<file path="src/rtl/alu_pkg.sv">
// rtl/alu_pkg.sv - shared opcode, shift, flag and FSM encodings for alu_seq
package alu_pkg;

  // Opcodes; 8-15 are illegal and complete with out_err set.
  localparam logic [3:0] OP_ADD = 4'd0;
  localparam logic [3:0] OP_SUB = 4'd1;
  localparam logic [3:0] OP_MUL = 4'd2;
  localparam logic [3:0] OP_OR  = 4'd3;
  localparam logic [3:0] OP_AND = 4'd4;
  localparam logic [3:0] OP_XOR = 4'd5;
  localparam logic [3:0] OP_CMP = 4'd6;
  localparam logic [3:0] OP_MOV = 4'd7;

  // Operand-2 pre-shift selects.
  localparam logic [1:0] SR_NONE = 2'd0;
  localparam logic [1:0] SR_LSR  = 2'd1;
  localparam logic [1:0] SR_LSL  = 2'd2;
  localparam logic [1:0] SR_ROR  = 2'd3;

  // Bit positions inside the {N,Z,C,V} flags register.
  localparam int FLG_N = 3;
  localparam int FLG_Z = 2;
  localparam int FLG_C = 1;
  localparam int FLG_V = 0;

  typedef enum logic {
    ST_IDLE     = 1'b0,
    ST_MUL_BUSY = 1'b1
  } alu_state_t;

endpackage

</file>
<file path="src/rtl/alu_seq_mul.sv">
// rtl/alu_seq_mul.sv - iterative unsigned shift-add multiplier, one multiplier bit per cycle
//
// Ports:
//   clk, rst_n  clock and asynchronous active-low reset (aborts any run)
//   start       load a/b and begin; only honoured by the caller while idle
//   a, b        multiplicand and multiplier
//   busy        a multiplication is in progress
//   done        this cycle performs the final step; product is valid now
//   product     low WIDTH bits of a*b, combinational view of the final step
module alu_seq_mul #(
  parameter  int WIDTH = 32,
  localparam int CW    = $clog2(WIDTH)
) (
  input  logic             clk,
  input  logic             rst_n,
  input  logic             start,
  input  logic [WIDTH-1:0] a,
  input  logic [WIDTH-1:0] b,
  output logic             busy,
  output logic             done,
  output logic [WIDTH-1:0] product
);

  logic [WIDTH-1:0] acc_q, acc_d;
  logic [WIDTH-1:0] mcand_q, mcand_d;
  logic [WIDTH-1:0] mplier_q, mplier_d;
  logic [CW-1:0]    cnt_q, cnt_d;
  logic             busy_q, busy_d;
  logic [WIDTH-1:0] step;

  always_comb begin
    step     = acc_q + (mplier_q[0] ? mcand_q : '0);
    acc_d    = acc_q;
    mcand_d  = mcand_q;
    mplier_d = mplier_q;
    cnt_d    = cnt_q;
    busy_d   = busy_q;
    if (start) begin
      acc_d    = '0;
      mcand_d  = a;
      mplier_d = b;
      cnt_d    = '0;
      busy_d   = 1'b1;
    end else if (busy_q) begin
      acc_d    = step;
      mcand_d  = mcand_q << 1;
      mplier_d = mplier_q >> 1;
      cnt_d    = cnt_q + CW'(1);
      // WIDTH is a power of two, so the last step is at the all-ones count.
      if (cnt_q == '1) busy_d = 1'b0;
    end
  end

  always_ff @(posedge clk or negedge rst_n) begin
    if (!rst_n) begin
      acc_q    <= '0;
      mcand_q  <= '0;
      mplier_q <= '0;
      cnt_q    <= '0;
      busy_q   <= 1'b0;
    end else begin
      acc_q    <= acc_d;
      mcand_q  <= mcand_d;
      mplier_q <= mplier_d;
      cnt_q    <= cnt_d;
      busy_q   <= busy_d;
    end
  end

  assign busy    = busy_q;
  assign done    = busy_q && (cnt_q == '1);
  assign product = step;

endmodule

</file>
<file path="src/rtl/alu_seq.sv">
// rtl/alu_seq.sv - registered ALU with operand-2 barrel pre-shift, NZCV flags and iterative MUL
//
// Ports:
//   clk, rst_n           clock and asynchronous active-low reset
//   in_valid/in_ready    operation handshake (accept on in_valid & in_ready)
//   opcode, in1, in2     operation and operands (in2 before the shift)
//   sr_cont, sr_amt      pre-shift select and amount for in2
//   set_flags            write NZCV with this operation (CMP always writes)
//   out_valid/out_ready  result handshake
//   result, out_err      registered result and illegal-opcode marker
//   flags                {N,Z,C,V} register
module alu_seq
  import alu_pkg::*;
#(
  parameter  int WIDTH = 32,
  localparam int SHW   = $clog2(WIDTH)
) (
  input  logic             clk,
  input  logic             rst_n,
  input  logic             in_valid,
  output logic             in_ready,
  input  logic [3:0]       opcode,
  input  logic [WIDTH-1:0] in1,
  input  logic [WIDTH-1:0] in2,
  input  logic [1:0]       sr_cont,
  input  logic [SHW-1:0]   sr_amt,
  input  logic             set_flags,
  output logic             out_valid,
  input  logic             out_ready,
  output logic [WIDTH-1:0] result,
  output logic             out_err,
  output logic [3:0]       flags
);

  alu_state_t       state_q, state_d;
  logic             out_valid_q, out_valid_d;
  logic [WIDTH-1:0] result_q, result_d;
  logic             out_err_q, out_err_d;
  logic [3:0]       flags_q, flags_d;
  logic             mul_sf_q, mul_sf_d;

  logic             accept;
  logic             mul_start, mul_busy, mul_done;
  logic [WIDTH-1:0] mul_product;

  // Pre-shifter on operand 2.
  logic [WIDTH-1:0] op_b;
  logic             sh_act, sh_c;
  logic [SHW-1:0]   amt_m1, amt_neg;

  always_comb begin
    amt_m1  = sr_amt - SHW'(1);
    amt_neg = SHW'(0) - sr_amt;
    sh_act  = (sr_cont != SR_NONE) && (sr_amt != '0);
    op_b    = in2;
    sh_c    = 1'b0;
    if (sh_act) begin
      case (sr_cont)
        SR_LSR: begin
          op_b = in2 >> sr_amt;
          sh_c = in2[amt_m1];
        end
        SR_LSL: begin
          op_b = in2 << sr_amt;
          // Last bit out of the top is in2[WIDTH-amt]; WIDTH-1 is all ones.
          sh_c = in2[~amt_m1];
        end
        default: begin
          op_b = (in2 >> sr_amt) | (in2 << amt_neg);
          sh_c = in2[amt_m1];
        end
      endcase
    end
  end

  // Single-cycle datapath; subtraction is in1 + ~B + 1 so C means "no borrow".
  logic [WIDTH:0]   add_full, sub_full;
  logic             add_v, sub_v;
  logic [WIDTH-1:0] alu_res;
  logic             alu_c, alu_v;
  logic [3:0]       alu_flags;

  always_comb begin
    add_full = {1'b0, in1} + {1'b0, op_b};
    sub_full = {1'b0, in1} + {1'b0, ~op_b} + {{WIDTH{1'b0}}, 1'b1};
    add_v    = (in1[WIDTH-1] == op_b[WIDTH-1]) && (add_full[WIDTH-1] != in1[WIDTH-1]);
    sub_v    = (in1[WIDTH-1] != op_b[WIDTH-1]) && (sub_full[WIDTH-1] != in1[WIDTH-1]);
    alu_res  = '0;
    alu_c    = flags_q[FLG_C];
    alu_v    = flags_q[FLG_V];
    case (opcode)
      OP_ADD: begin
        alu_res = add_full[WIDTH-1:0];
        alu_c   = add_full[WIDTH];
        alu_v   = add_v;
      end
      OP_SUB, OP_CMP: begin
        alu_res = sub_full[WIDTH-1:0];
        alu_c   = sub_full[WIDTH];
        alu_v   = sub_v;
      end
      OP_OR: begin
        alu_res = in1 | op_b;
        if (sh_act) alu_c = sh_c;
      end
      OP_AND: begin
        alu_res = in1 & op_b;
        if (sh_act) alu_c = sh_c;
      end
      OP_XOR: begin
        alu_res = in1 ^ op_b;
        if (sh_act) alu_c = sh_c;
      end
      OP_MOV: begin
        alu_res = op_b;
        if (sh_act) alu_c = sh_c;
      end
      default: alu_res = '0;
    endcase
    alu_flags        = '0;
    alu_flags[FLG_N] = alu_res[WIDTH-1];
    alu_flags[FLG_Z] = (alu_res == '0);
    alu_flags[FLG_C] = alu_c;
    alu_flags[FLG_V] = alu_v;
  end

  assign in_ready  = rst_n && (state_q == ST_IDLE) && !mul_busy && (!out_valid_q || out_ready);
  assign accept    = in_valid && in_ready;
  assign mul_start = accept && (opcode == OP_MUL);

  alu_seq_mul #(.WIDTH(WIDTH)) u_mul (
    .clk     (clk),
    .rst_n   (rst_n),
    .start   (mul_start),
    .a       (in1),
    .b       (op_b),
    .busy    (mul_busy),
    .done    (mul_done),
    .product (mul_product)
  );

  always_comb begin
    state_d     = state_q;
    out_valid_d = out_valid_q && !out_ready;
    result_d    = result_q;
    out_err_d   = out_err_q;
    flags_d     = flags_q;
    mul_sf_d    = mul_sf_q;
    if (accept) begin
      if (opcode == OP_MUL) begin
        state_d  = ST_MUL_BUSY;
        mul_sf_d = set_flags;
      end else if (opcode > OP_MOV) begin
        result_d    = '0;
        out_err_d   = 1'b1;
        out_valid_d = 1'b1;
      end else begin
        result_d    = alu_res;
        out_err_d   = 1'b0;
        out_valid_d = 1'b1;
        if (set_flags || (opcode == OP_CMP)) flags_d = alu_flags;
      end
    end else if ((state_q == ST_MUL_BUSY) && mul_done) begin
      state_d     = ST_IDLE;
      result_d    = mul_product;
      out_err_d   = 1'b0;
      out_valid_d = 1'b1;
      if (mul_sf_q) begin
        flags_d[FLG_N] = mul_product[WIDTH-1];
        flags_d[FLG_Z] = (mul_product == '0);
      end
    end
  end

  always_ff @(posedge clk or negedge rst_n) begin
    if (!rst_n) begin
      state_q     <= ST_IDLE;
      out_valid_q <= 1'b0;
      result_q    <= '0;
      out_err_q   <= 1'b0;
      flags_q     <= 4'b0000;
      mul_sf_q    <= 1'b0;
    end else begin
      state_q     <= state_d;
      out_valid_q <= out_valid_d;
      result_q    <= result_d;
      out_err_q   <= out_err_d;
      flags_q     <= flags_d;
      mul_sf_q    <= mul_sf_d;
    end
  end

  assign out_valid = out_valid_q;
  assign result    = result_q;
  assign out_err   = out_err_q;
  assign flags     = flags_q;

endmodule

</file>
<file path="config.mk">
export PLATFORM = sky130hd
export DESIGN_NAME = alu_seq
export DESIGN_NICKNAME = d
export VERILOG_FILES = /design/src/rtl/alu_pkg.sv /design/src/rtl/alu_seq_mul.sv /design/src/rtl/alu_seq.sv
export SDC_FILE = /design/constraint.sdc
export NUM_CORES = 1
export LEC_CHECK = 0
export ABC_CLOCK_PERIOD_IN_PS = 4350
export CORE_ASPECT_RATIO = 1.75
export CORE_MARGIN = 2
export CORE_UTILIZATION = 57
export CTS_BUF_LIST = sky130_fd_sc_hd__clkbuf_16
export DETAILED_ROUTE_END_ITERATION = 7
export HOLD_SLACK_MARGIN = 0.06
export PLACE_DENSITY = 0.79
export SETUP_SLACK_MARGIN = 0.05
export SKIP_LAST_GASP = 1
export SYNTH_ARGS = -nofsm -noshare
export SYNTH_HDL_FRONTEND = slang
export SYNTH_SLANG_ARGS = --single-unit
</file>
<file path="constraint.sdc">
create_clock -name clk -period 4.35 [get_ports clk]
set_clock_uncertainty 0.15 [all_clocks]
set_input_delay 0.87 -clock clk [delete_from_list [all_inputs] [get_ports clk]]
set_output_delay 0.87 -clock clk [all_outputs]
set_load 0.01 [all_outputs]
</file>
==> summary.txt, run 1 <==
Placement
  • Gpl congestion: 1.57
  • Placed cells: 3756
  • Hpwl dp: 80700 um
  • Place WS: -2.59 ns
  • IO buf count: 118

Die
  • Rows: 91
  • Die W: 146 um
  • I/O pin cnt: 119
  • Die height: 253 um
  • Initial Util: 0.576

Run status
  • Error: [ERROR GRT-0116] Global routing finished with congestion. Check the congestion regions in the DRC Viewer.
  • Fail Step: global routing
  • Status: stopped before the end

Synthesis
  • Top_reg_cell synth: dfrtp_1
  • Post-Syn Area: 20300 um^2
  • Asr flop ratio synth: 1.00
  • Ys Warns: 0
  • Syn nets: 2773
  • Netlist cell types: 100
  • Number of synthesized register bits: 142
  • Post-synthesis sequential area ratio: 0.175
  • Syn_area_per_cell: 7.92 um^2
  • Post-synth EDFFs: 0
  • Cell count after synthesis: 2556

Global route
  • GR Util All Layers: 0.900
  • First-pass GRT wire length: 260000 um
  • Total grt overflow: 1818
  • Largest net degree at the start of global routing: 111
  • Vias in the first global route: 37393

Clocking
  • CTS root buffer: clkbuf_16
  • Total CTS buffers: 17
  • CTS max path bufs: 2
  • H-tree depth: 4
  • CTS sink count: 142
-- cells by family after synthesis --
kind of cell | after synthesis | share of synthesized area
AO/OA/AOI/OAI | 821 | 0.276
buffers and inverters | 331 | 0.0694
adder cells (fa/ha/maj) | 137 | 0.0858
AND/OR/NAND/NOR | 872 | 0.203
multiplexers | 203 | 0.169
XOR/XNOR | 50 | 0.0216
flip-flops | 142 | 0.175
-- Yosys cell counts, types with 35 or more instances --
cell	instances	area, um^2
a211oi_1	35	263
a21o_1	37	278
a21oi_1	147	736
a221o_1	35	350
a22oi_1	46	345
a31oi_1	45	282
and2_1	43	269
clkbuf_1	169	634
dfrtp_1	142	3550
ha_1	134	1680
inv_1	109	409
mux2i_1	73	731
mux4_2	90	2030
nand2_1	253	950
nand2b_1	35	219
nand3_1	55	275
nor2_1	264	991
nor3_1	61	305
o21ai_0	199	996
xnor2_1	37	324
-- metal layers --
| metal | track usage | overflow |
|---|---|---|
| met1 | 0.826 | 27 |
| met2 | 1.10 | 1166 |
| met3 | 0.739 | 33 |
| met4 | 0.996 | 591 |
| met5 | 0.476 | 1 |
-- per-stage QoR --
stage | instance area (um^2) | setup TNS [ns] | util
after floorplan | 20700 | -34.36 | -
after global placement | 27800 | -56.41 | 0.791
after detailed placement | 27800 | -61.79 | 0.791
after CTS | 30800 | -25.66 | 0.876
-- what timing repair did --
item,CTS
gates resized for setup,395
endpoints found under the setup margin,35
pin swaps,101
hold buffers,0
cloned,3
buffers inserted,111
==> run 2, diff against run 1 <==
Settings changed: ABC_CLOCK_PERIOD_IN_PS 4350 to 5700, CORE_ASPECT_RATIO 1.75 to not set, CORE_UTILIZATION 57 to 40, CTS_BUF_LIST sky130_fd_sc_hd__clkbuf_16 to not set, HOLD_SLACK_MARGIN 0.06 to not set, PLACE_DENSITY 0.79 to not set, PLACE_DENSITY_LB_ADDON set to 0.15, SETUP_SLACK_MARGIN 0.05 to not set.
Clock period 4.35 ns to 5.7 ns, I/O delays scaled along.
==> run 2 against run 1 <==
The flow now finishes, with violations (negative setup slack); synthesized area is the same; synthesized cell count unchanged.
==> summary.txt, run 2 <==
Run status
  • Status: complete, but fails checks
  • Failing checks: negative setup slack

Die
  • I/O pin cnt: 119 (unchanged)
  • Rows: 82 (-9.9%)
  • Die height: 229 um (-9.6%)
  • Initial Util: 0.404 (-0.171)
  • Die area: 52400 um^2
  • Die W: 229 um (+56%)
  • CORE AREA: 50100 um^2

Power
  • P_int: 4.65 mW
  • Net Sw Frac: 0.451
  • Final Power: 8.48 mW
  • Pwr dens: 265 nW/um^2
  • Sequential Power Share: 0.201
  • Clk network pwr share: 0.137
  • Leak: 14.3 nW
  • VDD IR max: 0.000172 V
  • Comb power frac: 0.662
  • Sw power: 3.83 mW

Global route
  • GR Util All Layers: 0.444
  • Largest net degree at the start of global routing: 93
  • Met1 Usage GRT: 0.475
  • M2 GR Usage: 0.751
  • Total grt overflow: 0
  • First-pass GRT wire length: 173000 um
  • GRT busiest layer: met2
  • Antenna violations before repair: 1
  • Vias in the first global route: 26246
  • Met3 Use GR: 0.0788

Min path
  • Hold crit path type: in2async

Clocking
  • Total CTS buffers: 17 (unchanged)
  • H-tree depth: 4 (unchanged)
  • CTS tree: built
  • CTS clk-pin slew, worst paths: 0.07 ns
  • CTS root buffer: clkbuf_16
  • CTS max path bufs: 2 (unchanged)
  • Clk Latency, worst-skew pair: 0.46 ns
  • CTS sink count: 142 (unchanged)

STA
  • Final setup violating endpoints: 14
  • Period minus WS final: 6.29 ns
  • Worst Max-Slew Pin Slew: 1.14 ns
  • Tcrit/Tclk final: 1.10
  • Worst hold margin: 0.317 ns
  • Post-route setup TNS: -2.31 ns
  • RSZ-0062 raised after global routing: true
  • Max-slew headroom: 0.240
  • Slew Limit Fails: 0
  • Worst setup margin: -0.585 ns
  • Fmax: 159 MHz
  • Fin. Hold Viols: 0

Synthesis
  • Syn_area_per_cell: 7.92 um^2 (unchanged)
  • Biggest area consumer among synthesized cells: dfrtp_1
  • Post-Syn Area: 20300 um^2 (unchanged)
  • Post-synth EDFFs: 0 (unchanged)
  • Asr flop ratio synth: 1.00 (unchanged)
  • Syn nets: 2773 (unchanged)
  • Netlist cell types: 100 (unchanged)
  • Commonest cells post-synth: nor2_1 (264), nand2_1 (253), o21ai_0 (199), clkbuf_1 (169), a21oi_1 (147)
  • Synth top area share: 0.175 (unchanged)
  • Number of synthesized register bits: 142 (unchanged)
  • Post-synthesis sequential area ratio: 0.175 (unchanged)
  • Ys Warns: 0 (unchanged)
  • Area contributors post-synth: dfrtp_1 (18%), mux4_2 (10%), ha_1 (8.3%)
  • Top_reg_cell synth: dfrtp_1
  • Most numerous cell in the Yosys netlist: nor2_1
  • Cell count after synthesis: 2556 (unchanged)

Layout
  • Commonest non-fill, non-tap cell in the layout: buf_4
  • Nets: 3632
  • N_diodes: 0
  • Multi-input gate area: 17500 um^2
  • Final instance area: 32000 um^2
  • Share of cells above drive strength 1: 0.422
  • FF+latch area: 3560 um^2
  • Area grow syn2layout: 57.8%
  • Layout fillers: 4312
  • Commonest non-fill, non-tap cells in the layout: buf_4 (829), nand2_1 (243), nor2_1 (241)

Placement
  • Hpwl dp: 91900 um (+14%)
  • Gpl congestion: 1.11 (-30%)
  • Place WS: -1.91 ns (+0.686 ns)
  • IO buf count: 118 (unchanged)
  • Post-DP Area: 27700 um^2 (-0.54%)

Setup path
  • Crit path kind: in2reg
  • CP dominant cell by count: buf_6
  • CP Launch Type: input pin
  • CP peak stage delay: 0.60 ns
  • Slowest CP cell: o41ai_4
  • Critical Path Sink Type: register
  • CP required: 5.89 ns
  • Worst-path fanout max: 6
  • WP data arrival: 6.48 ns

Routing
  • Final WL: 120000 um
  • First DRT Iteration DRCs: 2863
  • Detailed Routing Iterations Pass 1: 6
  • Routed wire length per instance: 29.4 um
  • Drc violations: 0
  • Via/cell ratio: 6.45
  • Total vias in the final route: 26448
  • Post-route ant nets: 0

Job
  • Max Cap Viol: 0
run 2: cell counts after synthesis:
Identical to the previous run, type by type.
run 2: layout make-up:
| type | count | share of cell area |
|---|---|---|
| clock inverters | 15 | 0.00529 |
| multi-input cells | 2083 | 0.547 |
| flip-flops and latches | 142 | 0.111 |
| repair buffers | 1057 | 0.282 |
| inverters | 114 | 0.0141 |
| clock buffers | 17 | 0.0133 |
| well taps | 672 | 0.0263 |
run 2: final timing paths:
check	from	end	slack (ns)	depth (start not counted)
min in group clk	result[2]	result[2]	0.33	2
max in group asynchronous	rst_n	u_mul.mcand_q[6]	2.90	4
setup reg to reg	u_mul.mplier_q[0]	flags[2]	0.21	15
hold reg to reg	result[2]	result[2]	0.33	2
hold / removal	rst_n	result[2]	0.32	1
setup / recovery	in2[7]	flags[2]	-0.59	25
run 2: cells by family (layout without fill, tap and decap cells):
kind of cell / Yosys count / in the layout / synth area share
XOR/XNOR: 50 / 50 / 0.0216
multiplexers: 203 / 203 / 0.169
AO/OA/AOI/OAI: 821 / 821 / 0.276
buffers and inverters: 331 / 1203 / 0.0694
AND/OR/NAND/NOR: 872 / 872 / 0.203
adder cells (fa/ha/maj): 137 / 137 / 0.0858
flip-flops: 142 / 142 / 0.175
run 2: timing repair:
item / CTS / global route
gates cloned: 14 / 3
setup endpoints to repair: 29 / 26
gates resized for setup: 377 / 160
hold buffers: 0 / 0
buffers inserted: 95 / 48
pin swaps: 112 / 89
run 2: per-layer routing:
layer	routed length, um	up-vias
li1	-	11342
met1	40800	12763
met2	56100	1696
met3	9580	645
met4	13900	2
met5	13	-
run 2: through the flow:
step,std cells,utilization
5_1_grt,4100,0.638
3_5_place_dp,3918,0.553
6_report,4100,0.638
2_1_floorplan,2556,-
4_1_cts,4055,0.616
3_3_place_gp,3918,0.553
run 2: power groups by stage:
stage	clock (mW)	combinational [mW]	sequential, mW
6_report	1.16	5.62	1.71
2_1_floorplan	0	2.35	1.63
3_3_place_gp	0	4.63	1.69
3_5_place_dp	0	4.70	1.71
5_1_grt	1.21	5.89	1.75
4_1_cts	1.17	5.20	1.69
run 2: worst max-delay path: cells and delay by family:
family / cells / cell delay [ns]
adders and majority gates: 1 / 0.23
muxes: 2 / 0.82
and+or+nand+nor: 6 / 1.27
buffers and inverters: 7 / 1.21
AOI/OAI and AO/OA: 9 / 1.80
Power figures use the tool's default switching activity.
